[src/rtl/branch_redirect_ctrl.sv]
// Fetch PC sequencer: issues sequential fetch requests, redirects on taken branches,
// and traps on misaligned branch targets until the handler acknowledges.
module branch_redirect_ctrl #(
    parameter int                   CPU_WIDTH = 32,
    parameter logic [CPU_WIDTH-1:0] RESET_PC  = '0
) (
    input  logic                 clk,
    input  logic                 rst_n,
    output logic                 fetch_valid,
    input  logic                 fetch_ready,
    output logic [CPU_WIDTH-1:0] fetch_pc,
    input  logic                 br_valid,
    input  logic                 br_taken,
    input  logic [CPU_WIDTH-1:0] br_pc,
    input  logic [CPU_WIDTH-1:0] br_offset,
    output logic                 flush,
    output logic                 trap_valid,
    output logic [CPU_WIDTH-1:0] trap_pc,
    input  logic                 trap_ack,
    input  logic [CPU_WIDTH-1:0] trap_vec,
    output logic [CPU_WIDTH-1:0] taken_count,
    output logic [CPU_WIDTH-1:0] branch_count
);

    typedef enum logic [1:0] {BOOT, RUN, REDIRECT, HALT} state_t;

    state_t               state, state_nxt;
    logic [CPU_WIDTH-1:0] fetch_pc_nxt, trap_pc_nxt, taken_nxt, branch_nxt;
    logic                 fetch_valid_nxt, flush_nxt, trap_valid_nxt;
    logic [CPU_WIDTH-1:0] target;

    assign target = br_pc + br_offset;

    always_ff @(posedge clk or negedge rst_n) begin
        if (!rst_n) begin
            state        <= BOOT;
            fetch_pc     <= RESET_PC;
            fetch_valid  <= 1'b0;
            flush        <= 1'b0;
            trap_valid   <= 1'b0;
            trap_pc      <= '0;
            taken_count  <= '0;
            branch_count <= '0;
        end else begin
            state        <= state_nxt;
            fetch_pc     <= fetch_pc_nxt;
            fetch_valid  <= fetch_valid_nxt;
            flush        <= flush_nxt;
            trap_valid   <= trap_valid_nxt;
            trap_pc      <= trap_pc_nxt;
            taken_count  <= taken_nxt;
            branch_count <= branch_nxt;
        end
    end

    always_comb begin
        state_nxt      = state;
        fetch_pc_nxt   = fetch_pc;
        flush_nxt      = 1'b0;
        trap_valid_nxt = trap_valid;
        trap_pc_nxt    = trap_pc;
        taken_nxt      = taken_count;
        branch_nxt     = branch_count;
        case (state)
            BOOT: state_nxt = RUN;
            RUN: begin
                if (fetch_valid && fetch_ready)
                    fetch_pc_nxt = fetch_pc + CPU_WIDTH'(4);
                // A taken branch overrides the +4 of a same-cycle handshake; flush kills that request.
                if (br_valid) begin
                    branch_nxt = branch_count + 1'b1;
                    if (br_taken) begin
                        flush_nxt = 1'b1;
                        if (target[1:0] == 2'b00) begin
                            taken_nxt    = taken_count + 1'b1;
                            fetch_pc_nxt = target;
                            state_nxt    = REDIRECT;
                        end else begin
                            trap_valid_nxt = 1'b1;
                            trap_pc_nxt    = br_pc;
                            fetch_pc_nxt   = fetch_pc;
                            state_nxt      = HALT;
                        end
                    end
                end
            end
            REDIRECT: state_nxt = RUN;
            HALT: begin
                if (trap_ack) begin
                    fetch_pc_nxt   = trap_vec;
                    trap_valid_nxt = 1'b0;
                    state_nxt      = REDIRECT;
                end
            end
            default: state_nxt = BOOT;
        endcase
        // Requests are offered exactly while the registered state is RUN.
        fetch_valid_nxt = (state_nxt == RUN);
    end

endmodule

[config.mk]
export PLATFORM = sky130hd
export DESIGN_NAME = branch_redirect_ctrl
export DESIGN_NICKNAME = d
export VERILOG_FILES = /design/src/rtl/branch_redirect_ctrl.sv
export SDC_FILE = /design/constraint.sdc
export NUM_CORES = 1
export LEC_CHECK = 0
export BUFFER_PORTS_ARGS = -buffer_cell sky130_fd_sc_hd__buf_2
export CAP_MARGIN = 20
export CORE_UTILIZATION = 35
export CTS_CLUSTER_SIZE = 28
export DETAILED_ROUTE_END_ITERATION = 8
export SKIP_CTS_REPAIR_TIMING = 1
export SLEW_MARGIN = 20
export SYNTH_ARGS = -nofsm -noshare
export SYNTH_HDL_FRONTEND = slang
export SYNTH_SLANG_ARGS = --single-unit
[constraint.sdc]
create_clock -name clk -period 3 [get_ports clk]
set_input_delay 0.45 -clock clk [delete_from_list [all_inputs] [get_ports clk]]
set_output_delay 0.45 -clock clk [all_outputs]
set_load 0.05 [all_outputs]
==> flow_summary.toml <==
[die]
initial_utilization = 0.362
core.rowCount = 54
die-area_um2 = 23500
core_area_um2 = 22100
die_y_um = 153
ioPinCount = 233
die_w_um = 153

[sta]
fin_crit_sh = 0.876
grt_setup_unrepaired = "no"
drv_slew = 0
tns_ns = 0
clock.fmax_ghz = 0.381
maxSlewHeadroom = 0.485
post-route-min-period_ns = 2.63
worstMarginPinSlew_ns = 0.772
finalSetupViolCount = 0
fin_skew_ns = 0.0194
hold_viol_final = 0

[global_route]
grt_pass1_wl_um = 38100
grt.total_usage = 0.206
antenna_found_initial = 3
gr-total-overflow = 0
first_global_vias = 7061
grt_start_max_net_pins = 65

[synthesis]
seq_area_frac_synth = 0.416
synth_edf_count = 0
synth-main-ff-cell = "dfrtp_1"
syn_area_per_cell_um2 = 9.43
yosys.area.top_type_share = 0.416
synth_area_leaders = "dfrtp_1 42%, xnor2_1 7.1%, ha_1 5.3%"
ys_async_sr_fraction = 1.00
synth_top_cell_by_area = "dfrtp_1"
netlist_instances = 848
syn_area_um2 = 8000
synth_nets = 985
yosysUniqueCellTypes = 70
ys_warn_count = 0
ys_ff_latch = 133

[clock_network]
clkTransAtPathRegs_ns = 0.07
cts_tree = "yes"
clk_latency_ns = 0.43
clock_path_buffers = 2
htree_levels = 4
cts_made_buffers = 17
cts.sinks = 133
cts_root_buf = "clkbuf_16"

[route]
drt-vias-per-instance = 5.22
drt_iter0_drc = 394
drcViolationCount = 0
ant_nets = 0
wl_um = 23700
first_pass_iters = 5
route.detailed.wl_per_inst_um = 17.0
vias = 7292

[critical_path]
critPathMaxStageDelay_ns = 0.43
critPathKind = "flip-flop to flip-flop"
crit_family = "simple AND/OR/NAND/NOR gates"
cpMostUsedCell = "and3_1"
critical_path_required_ns = 3.33
end_kind = "flip-flop"
reg2reg_depth = 11
cp-start-kind = "flip-flop"
reg2reg_from = "fetch_pc[2]"
critPathBufInv = 1
crit_fanout = 7
r2r-end = "fetch_pc[24]"
cpMaxStageDelayCell = "dfrtp_1"
reg2reg_setup_slack_ns = 0.37
crit_chain = "ha_1, nand3_1, nor3_1, buf_4, and3_1, and3_1, and3_1, nand3_1, o21ai_0, a22oi_1, o21ai_0"
cp.arrival_ns = 2.96

[placed_design]
gp_congestion = 0.870
dp_hpwl_um = 17800
io_buffers = 232
placed_area_um2 = 9680

[layout]
final_area_um2 = 10300
final_common_cell = "buf_2"
area_delta_synth_final_pct = 29.3
final_cell_mix = "231 x buf_2, 133 x dfrtp_1, 104 x nand2_1"
drive_above_1_share = 0.316
fin_nets = 1240

[worst_hold_path]
hp-start = "br_pc[28]"
min_path_cells = 2
hold_class = "input pin to flip-flop"
min_delay_worst_endpoint = "trap_pc[28]"

[power]
pwr-share-comb = 0.468
clkPwrFrac = 0.242
intPower_mw = 5.09
ir_drop_uv = 574
p_per_area_nw_per_um2 = 939
total_leakage_power_nw = 4.97
seq_power_share = 0.290
p_sw_mw = 4.62
switching_share = 0.476

[status]
status = "completed"

[run]
drv_cap = 0
-- worst reg2reg max path, stage by stage, from the launching register on --
cell     delay [ns]
dfrtp_1        0.43
ha_1           0.17
nand3_1        0.18
nor3_1         0.25
buf_4          0.17
and3_1         0.23
and3_1         0.22
and3_1         0.35
nand3_1        0.14
o21ai_0        0.19
a22oi_1        0.12
o21ai_0        0.09
-- synthesized netlist by cell type, types with 3 or more instances --
cell type    n
a21o_1      15
o21ai_0     39
nand3_1     41
a21oi_1     65
and2_1       3
nand4_1     23
o211ai_1     6
nand3_2      3
a311oi_1     3
mux2_2      32
inv_1       16
or3_1        3
a211oi_1    12
buf_4        3
o21a_1       4
a221oi_2     3
o31ai_1      3
nand2b_1     5
nor2b_1      3
clkbuf_1    22
xor2_1      38
a31oi_1     14
and3_1      19
ha_1        34
nor4_1       3
nor2_1      62
dfrtp_1    133
and4_1       4
nor3b_1      4
nor3_1      11
o22ai_1      5
nand2_1    104
xnor2_1     65
-- power by group through the flow --
stage	combinational (mW)	sequential (mW)	clock, mW
after floorplan	1.56	4.48	0
after global placement	4.54	2.82	0
after detailed placement	4.56	2.83	0
after CTS	4.57	2.81	2.42
after global routing	4.84	2.90	2.48
final	4.55	2.81	2.35
-- final cells by class --
type	count	area [um^2]
fillers	2152	11700
multi-input cells	673	4510
clock inverters	14	211
repair buffers	262	1450
diodes	1	2.50
flip-flops and latches	133	3330
clock buffers	18	439
well taps	280	350
inverters	16	60.1
-- per-stage QoR --
| step | setup WS [ns] | cells | utilization | power [mW] | hold slack (ns) |
|---|---|---|---|---|---|
| 2_1_floorplan | 0.154 | 848 | - | 6.05 | 0.154 |
| 3_3_place_gp | 0.0784 | 1363 | 0.438 | 7.36 | 0.376 |
| 3_5_place_dp | 0.00858 | 1363 | 0.438 | 7.40 | 0.378 |
| 4_1_cts | 0.411 | 1395 | 0.468 | 9.80 | -0.0819 |
| 5_1_grt | 0.181 | 1396 | 0.468 | 10.2 | 0.266 |
| 6_report | 0.373 | 1397 | 0.468 | 9.71 | 0.273 |
-- kinds of logic (layout without fill, tap and decap cells) --
group / Yosys count / after routing / share of synthesized area
and+or+nand+nor: 305 / 305 / 0.190
adders and majority gates: 35 / 35 / 0.0557
xor gates and xnor gates: 103 / 103 / 0.113
AOI/OAI and AO/OA: 196 / 196 / 0.157
other: 0 / 1 / 0
DFF: 133 / 133 / 0.416
muxes: 34 / 34 / 0.0475
buffers and inverters: 42 / 310 / 0.0213
-- layer usage --
metal | global-route usage | share of wire | routed length (um) | vias to the layer above
met3 | 0.0533 | 0.066 | 1560 | 28
li1 | - | - | - | 3576
met5 | 0 | 0.0013 | 31 | -
met2 | 0.327 | 0.45 | 10700 | 224
met1 | 0.274 | 0.46 | 11000 | 3460
met4 | 0.0625 | 0.017 | 403 | 4
-- worst max-delay path by stage --
stage	end	from	cells after the start
floorplan	taken_count[27]	br_pc[0]	12
global placement	taken_count[31]	br_pc[0]	12
detailed placement	fetch_pc[26]	br_pc[0]	13
CTS	fetch_pc[24]	fetch_pc[2]	11
global route	fetch_pc[24]	fetch_pc[2]	11
finish	fetch_pc[24]	fetch_pc[2]	11
-- flip-flops by register name, indices dropped and copies added, names as in the netlist --
signal	count
fetch_valid	1
trap_valid	1
branch_count	32
state	2
fetch_pc	32
taken_count	32
flush	1
trap_pc	32
Note: power is estimated with default switching activity, not from simulation.
